===== src/rtl/onehot_req_arbiter.sv =====
// Debounced rising edges on four request lines queued as pending events and granted round-robin as a registered one-hot word.
// Raw rise to pend is 2+DEB_CYCLES+1 cycles, then +1 to valid; valid holds until ack, with one idle cycle between grants.
module onehot_req_arbiter #(
  parameter int DEB_CYCLES = 4,
  parameter int CNT_W      = 3
) (
  input  logic       clk,
  input  logic       rst,
  input  logic [3:0] req,
  input  logic       ack,
  output logic       a,
  output logic       b,
  output logic       c,
  output logic       d,
  output logic       valid,
  output logic [3:0] pend
);

  typedef enum logic {IDLE, HOLD} state_e;

  localparam logic [CNT_W-1:0] CNT_LAST = CNT_W'(DEB_CYCLES - 1);

  logic [3:0]            sync1_q, sync1_d;
  logic [3:0]            sync2_q, sync2_d;
  logic [3:0]            deb_q, deb_d;
  logic [3:0]            deb_prev_q, deb_prev_d;
  logic [3:0][CNT_W-1:0] cnt_q, cnt_d;
  logic [3:0]            pend_q, pend_d;
  logic [3:0]            onehot_q, onehot_d;
  logic [1:0]            grant_q, grant_d;
  logic [1:0]            ptr_q, ptr_d;
  state_e                state_q, state_d;

  logic [3:0] rise;
  logic [3:0] clr;
  logic       found;
  logic [1:0] pick;
  logic [1:0] idx;

  always_comb begin
    sync1_d    = req;
    sync2_d    = sync1_q;
    deb_prev_d = deb_q;
    deb_d      = deb_q;
    cnt_d      = '0;
    for (int i = 0; i < 4; i++) begin
      if (sync2_q[i] != deb_q[i]) begin
        if (cnt_q[i] == CNT_LAST) begin
          deb_d[i] = sync2_q[i];
        end else begin
          cnt_d[i] = cnt_q[i] + 1'b1;
        end
      end
    end
  end

  // Search starts at the round-robin pointer and wraps 3 -> 0.
  always_comb begin
    found = 1'b0;
    pick  = ptr_q;
    idx   = ptr_q;
    for (int j = 0; j < 4; j++) begin
      idx = ptr_q + 2'(j);
      if (!found && pend_q[idx]) begin
        found = 1'b1;
        pick  = idx;
      end
    end
  end

  always_comb begin
    state_d  = state_q;
    onehot_d = onehot_q;
    grant_d  = grant_q;
    ptr_d    = ptr_q;
    clr      = '0;
    rise     = deb_q & ~deb_prev_q;
    case (state_q)
      IDLE: begin
        onehot_d = '0;
        if (found) begin
          state_d  = HOLD;
          grant_d  = pick;
          onehot_d = 4'b0001 << pick;
        end
      end
      HOLD: begin
        if (ack) begin
          state_d  = IDLE;
          onehot_d = '0;
          clr      = 4'b0001 << grant_q;
          ptr_d    = grant_q + 2'd1;
        end
      end
      default: state_d = IDLE;
    endcase
    // A new edge landing on the clearing cycle must survive, so set overrides clear.
    pend_d = (pend_q & ~clr) | rise;
  end

  always_ff @(posedge clk or posedge rst) begin
    if (rst) begin
      sync1_q    <= '0;
      sync2_q    <= '0;
      deb_q      <= '0;
      deb_prev_q <= '0;
      cnt_q      <= '0;
      pend_q     <= '0;
      onehot_q   <= '0;
      grant_q    <= '0;
      ptr_q      <= '0;
      state_q    <= IDLE;
    end else begin
      sync1_q    <= sync1_d;
      sync2_q    <= sync2_d;
      deb_q      <= deb_d;
      deb_prev_q <= deb_prev_d;
      cnt_q      <= cnt_d;
      pend_q     <= pend_d;
      onehot_q   <= onehot_d;
      grant_q    <= grant_d;
      ptr_q      <= ptr_d;
      state_q    <= state_d;
    end
  end

  assign a     = onehot_q[0];
  assign b     = onehot_q[1];
  assign c     = onehot_q[2];
  assign d     = onehot_q[3];
  assign valid = (state_q == HOLD);
  assign pend  = pend_q;

endmodule


===== config.mk =====
export PLATFORM = sky130hd
export DESIGN_NAME = onehot_req_arbiter
export DESIGN_NICKNAME = d
export VERILOG_FILES = /design/src/rtl/onehot_req_arbiter.sv
export SDC_FILE = /design/constraint.sdc
export NUM_CORES = 1
export LEC_CHECK = 0
export ABC_AREA = 1
export CELL_PAD_IN_SITES_DETAIL_PLACEMENT = 0
export CELL_PAD_IN_SITES_GLOBAL_PLACEMENT = 2
export CORE_MARGIN = 4
export CORE_UTILIZATION = 35
export CTS_BUF_LIST = sky130_fd_sc_hd__clkbuf_4 sky130_fd_sc_hd__clkbuf_8 sky130_fd_sc_hd__clkbuf_16
export CTS_CLUSTER_SIZE = 30
export DETAILED_ROUTE_END_ITERATION = 6
export MAX_ROUTING_LAYER = met4
export PLACE_DENSITY_LB_ADDON = 0.1
export SYNTH_ARGS = -nofsm -noshare
export SYNTH_HDL_FRONTEND = slang
export SYNTH_SLANG_ARGS = --single-unit

===== constraint.sdc =====
create_clock -name clk -period 1.8 [get_ports clk]
set_input_delay 0.27 -clock clk [delete_from_list [all_inputs] [get_ports clk]]
set_output_delay 0.27 -clock clk [all_outputs]
set_load 0.01 [all_outputs]

After elaboration in Yosys (flattened, before gate mapping)
Cells that the tools add are included.

Add/subtract/negate cells: 8. $mul: 0. Divide/modulo/power cells: 0. $lt $le $gt $ge: 4. Equal/unequal tests: 9. Shift-type cells: 2. Muxes and demuxes: 31. Bitwise gates (word level): 6. Reductions and logical operators: 12.

Operators with widths (count): $mux W3 (8); $mux W4 (4); $add A3 B1 Y3 const B (4); $eq A3 B2 Y1 const B (4); $lt A2 B3 Y1 const B (4); $reduce_and A2 Y1 (6); $mux W1 (10); $and A4 B4 Y4 (2); $bmux W1 S2 (4); $not A4 Y4 (2); $pmux W4 S2 (1); $shl A1 B2 Y4 const A (2); $mux W2 (3); $add A2 B1 Y2 const B (2); $add A2 B2 Y2 const B (2); $ne A1 B1 Y1 (4); $or A4 B4 Y4 (1); $logic_and A1 B1 Y1 (3); $logic_not A1 Y1 (3); $ne A2 B2 Y1 const B (1); $pmux W1 S2 (1); $not A1 Y1 (1).

Register bits after elaboration: 41. Bits in latches: 0. Memory bits (writable): 0. Memory bits (read-only): 0. Input bits: 7. Logic and storage cells: 88. Memories kept: 0.

Depth between registers and ports, before layout
Depth in word-level cells: 15. Depth in mapped cells: 14. Gate-level depth less buffers: 13.

Worst setup path after synthesis
OpenSTA, ideal clock, no wires.

Path type: register to register. From: register ptr_q[1]. To: register grant_q[0]. Setup time: 0.126 ns. Data arrival time: 1.374 ns. Required time: 1.674 ns. Slack: 0.300 ns. Cell stages (with the launch flop): 12. Path buffers: 1. Path through: dfrtp_1 > buf_4 > inv_4 > nand2_1 > nand2_1 > nand2_1 > nand2_2 > nand4_2 > nand2_1 > nand2_1 > nor2_2 > a21oi_1.

Cells in the longest elaborated chain, start to end: 13. Elaborated cells between the ends (all ways): 25. Classes of those cells: add/sub: 3; mux: 15; reduce/logical: 7.

RTL lines: from (decl) (RTL line 31) `logic [1:0] ptr_q, ptr_d;`; from (signal assigned) (RTL line 122) `ptr_q <= ptr_d;`; parallel branches: the longest is 13 deep, another holds $add A2 B1 Y2; to (signal assigned) (RTL line 121) `grant_q <= grant_d;`; to (decl) (RTL line 30) `logic [1:0] grant_q, grant_d;`.

Several ways; the timed one is not identified. The select of a mux whose other input is x is not followed. A chain may end at the register's enable or synchronous reset.

Worst setup path in the final report
From: register ptr_q[1]. To: register onehot_q[0].

Cells in the longest elaborated chain, start to end: 15. Elaborated cells between the ends (all ways): 27. Classes of those cells: add/sub: 3; shift: 1; mux: 17; reduce/logical: 6.

RTL lines: parallel branches: the longest is 13 deep, another holds $add A2 B1 Y2; $mux W4 (*) (RTL line 81) `if (found) begin`; $pmux W4 S2 (*) (RTL line 78) `case (state_q)`; to (signal assigned) (RTL line 120) `onehot_q <= onehot_d;`; to (decl) (RTL line 29) `logic [3:0] onehot_q, onehot_d;`.

Every way passes the cells marked *. The select of a mux whose other input is x is not followed.

==> out/qor.yml <==
cts-buffers-inserted: 5
peakVddDrop_uv: 586
fin_nets: 267
synth_nets: 236
gp_congestion: 0.864
psw_w: 0.00182
hold_violations: 0
core_region_area_sq_um: 5240
dpl.cell_count: 305
crit_fanout: 9
logic_gate_share_of_total_power_pct: 50.7
netlist-cell-type-count: 23
fmax_mhz: 602
layout.cells.non_filler: 323
classification_of_the_worst_setup_path: "flop to flop"
power.density_nw_per_um2: 1780
clock_latency_ns: 0.29
ctsHoldBuffers: 0
final_min_period_over_clock_period_pct: 92.2
first_iter_violations: 99
floorplan.io_pins: 16
final.setup.tns_ns: 0
drt_drc_violations_left: 0
min_period_ns: 1.66
via_total_after_detailed_routing: 1469
timing.critical_path.mode_cell: "sky130_fd_sc_hd__nand2_1"
hold_path.class: "flop to flop"
insertedDiodeCount: 0
drive_above_1_share_pct: 14.2
ys.warnings.count: 0
wire_length_of_the_first_global_routing_pass_um: 6510
hold_slack_ns: 0.351
via_count_of_the_first_global_routing_pass: 1391
postSynthRegisterBits: 41
synth_cells: 221
worst_setup_path_start_kind: "flop"
die_h_um: 82.2
grt.overflow.total: 0
crit_path_max_incr_delay_ns: 0.45
timing.critical_path.cells: "clkinv_4, nand2_1, nand2_2, nand2_1, nand2_4, nor2_4, nand2_2, o21ai_4, nor2_2, nand2_1, nand2_1"
core.rowCount: 26
clock_tree.htree_level_count: 2
status: "complete, no violations"
max-clock-path-buffers: 2
final_ant_viol_nets: 0
tritoncts: "done"
maxCapViolCount: 0
area_delta_synth_final_pct: 21.9
totalPowerFinal_w: 0.00419
floorplan.initialDensity_pct: 36.8
die_w_um: 82.2
synth_seq_area_share_pct: 53.2
antenna_found_initial: 0
ff2ff_setup_slack_ns: 0.14
drt-vias-per-instance: 4.55
share_clk_of_total_power_pct: 14.4
worst_setup_path_end_kind: "flop"
routedWlPerCell_um: 11.7
drtPass1Iterations: 4
setup_viol: 0
design.die.area_sq_um: 6760
clockRootBuffer: "sky130_fd_sc_hd__clkbuf_8"
seqPwrFrac_pct: 34.9
max_slew.worst_pin.slew_ns: 0.508
timing.critical_path.slowest_stage_cell: "sky130_fd_sc_hd__dfrtp_2"
fin_util_pct: 44.9
net_switching_fraction_of_the_power_pct: 43.4
post_synth_instance_area_sq_um: 1930
tritoncts_num_sinks: 41
unrepaired_setup_endpoints_after_global_routing: "false"
finalWirelength_um: 3780
cellInternalPower_w: 0.00237
pin_count_of_the_biggest_net_entering_global_routing: 42
detailed_place_hpwl_um: 2730
max_slew_margin_pct: 66.1
finClkSkew_ns: 0.00544
postSynthAreaPerCell_sq_um: 8.72
p_leak_nw: 1.20
crit_required_ns: 1.98
aggregate_global_route_resource_usage_pct: 13.2
worstPathArrival_ns: 1.84
clk_pin_slew_worst_paths_ns: 0.08
io_buffers: 15
final_max_slew_viol_count: 0
power groups by stage:
stage                     logic [W]  clock network (W)  registers, W
after floorplan             0.00144                  0       0.00142
after global placement      0.00188                  0       0.00146
after detailed placement    0.00191                  0       0.00148
after CTS                   0.00192           0.000639       0.00146
after global routing        0.00241           0.000675       0.00151
final                       0.00212           0.000604       0.00146
metrics by stage:
step / area [sq um] / worst slack [ns]
global route: 2350 / 0.0114
detailed placement: 2150 / 0.0295
CTS: 2250 / 0.0135
global placement: 2150 / 0.00350
floorplan: 1930 / 0.300
finish: 2350 / 0.140
cells in the final DEF (no fill, tap or decap), types with 3 or more instances in the layout:
| cell | instances |
|---|---|
| sky130_fd_sc_hd__nand2_1 | 78 |
| sky130_fd_sc_hd__dfrtp_1 | 39 |
| sky130_fd_sc_hd__nand3_1 | 21 |
| sky130_fd_sc_hd__inv_1 | 19 |
| sky130_fd_sc_hd__clkdlybuf4s50_1 | 15 |
| sky130_fd_sc_hd__nor2_1 | 10 |
| sky130_fd_sc_hd__buf_4 | 10 |
| sky130_fd_sc_hd__ha_1 | 8 |
| sky130_fd_sc_hd__o21ai_0 | 7 |
| sky130_fd_sc_hd__nand2_2 | 6 |
| sky130_fd_sc_hd__a21oi_1 | 5 |
| sky130_fd_sc_hd__nor3_1 | 5 |
| sky130_fd_sc_hd__clkbuf_8 | 5 |
| sky130_fd_sc_hd__xnor2_1 | 4 |
| sky130_fd_sc_hd__nor3b_1 | 3 |
cells by family (layout without fill, tap and decap cells):
| logic type | Yosys count | after routing | synth area share [%] |
|---|---|---|---|
| xor+xnor | 4 | 4 | 1.82 |
| simple gates | 131 | 131 | 30.2 |
| flops | 41 | 41 | 53.2 |
| buf+inv | 24 | 56 | 5.58 |
| fa+ha+maj | 8 | 8 | 5.19 |
| compound gates | 13 | 13 | 3.96 |
Yosys cell counts:
cell type,number,area share (%)
sky130_fd_sc_hd__nand2_1,80,16
sky130_fd_sc_hd__dfrtp_1,41,53
sky130_fd_sc_hd__nand3_1,21,5.5
sky130_fd_sc_hd__inv_1,19,3.7
sky130_fd_sc_hd__nor2_1,10,1.9
sky130_fd_sc_hd__ha_1,8,5.2
sky130_fd_sc_hd__o21ai_0,7,1.8
sky130_fd_sc_hd__a21oi_1,5,1.3
sky130_fd_sc_hd__nand2_2,5,1.6
sky130_fd_sc_hd__nor3_1,5,1.3
sky130_fd_sc_hd__xnor2_1,4,1.8
sky130_fd_sc_hd__nor3b_1,3,1.2
sky130_fd_sc_hd__buf_4,2,0.78
sky130_fd_sc_hd__nand4_1,2,0.65
sky130_fd_sc_hd__buf_6,1,0.58
sky130_fd_sc_hd__inv_2,1,0.19
sky130_fd_sc_hd__inv_4,1,0.32
sky130_fd_sc_hd__nand2_4,1,0.58
sky130_fd_sc_hd__nand3b_1,1,0.39
sky130_fd_sc_hd__nand4_2,1,0.65
sky130_fd_sc_hd__nor2_2,1,0.32
sky130_fd_sc_hd__nor2_4,1,0.58
sky130_fd_sc_hd__o21ai_4,1,0.84
what timing repair did:
action / in CTS / in global routing
setup endpoints to repair: 0 / 7
resized for setup: 0 / 10
buffers inserted: 0 / 9
flip-flops by register name, summed over array words and instances, names as in the netlist:
register / cells
grant_q: 2
onehot_q: 4
sync1_q: 4
valid: 1
sync2_q: 4
deb_prev_q: 4
ptr_q: 2
deb_prev_d: 4
cnt_q: 12
pend: 4
path summary, 6_finish.rpt:
check                                     endpoint  cells after the start            startpoint
hold / removal                sync2_q[1]$_DFF_PP0_                      0  sync1_q[1]$_DFF_PP0_
min in group asynchronous     sync1_q[0]$_DFF_PP0_                      3                   rst
hold reg to reg               sync2_q[1]$_DFF_PP0_                      0  sync1_q[1]$_DFF_PP0_
setup reg to reg           onehot_q[0]$_DFFE_PP0P_                     11  ptr_q[1]$_DFFE_PP0P_
setup / recovery           onehot_q[0]$_DFFE_PP0P_                     11  ptr_q[1]$_DFFE_PP0P_
max in group asynchronous     ptr_q[1]$_DFFE_PP0P_                      3                   rst
layout make-up:
class / instances / area (sq um)
clock buffer: 7 / 83.8
clock inverter: 1 / 7.51
fill: 512 / 2890
inverter: 21 / 88.8
multi-input combinational: 156 / 813
sequential: 41 / 1030
tap: 70 / 87.6
timing repair buffer: 27 / 241
critical path, delay by kind of cell (launching register included):
| family | cells | cell delay (ns) |
|---|---|---|
| AND/OR/NAND/NOR | 9 | 0.79 |
| flip-flops | 1 | 0.45 |
| AO/OA/AOI/OAI | 1 | 0.20 |
| buffers and inverters | 1 | 0.12 |
routing by layer:
layer	GRT usage [%]	part of all wire [%]
met5	-	0
met4	4.98	1.7
met3	3.58	3.2
met2	20.8	50
met1	16.1	46
No activity file was read; power rests on OpenSTA's default activity.
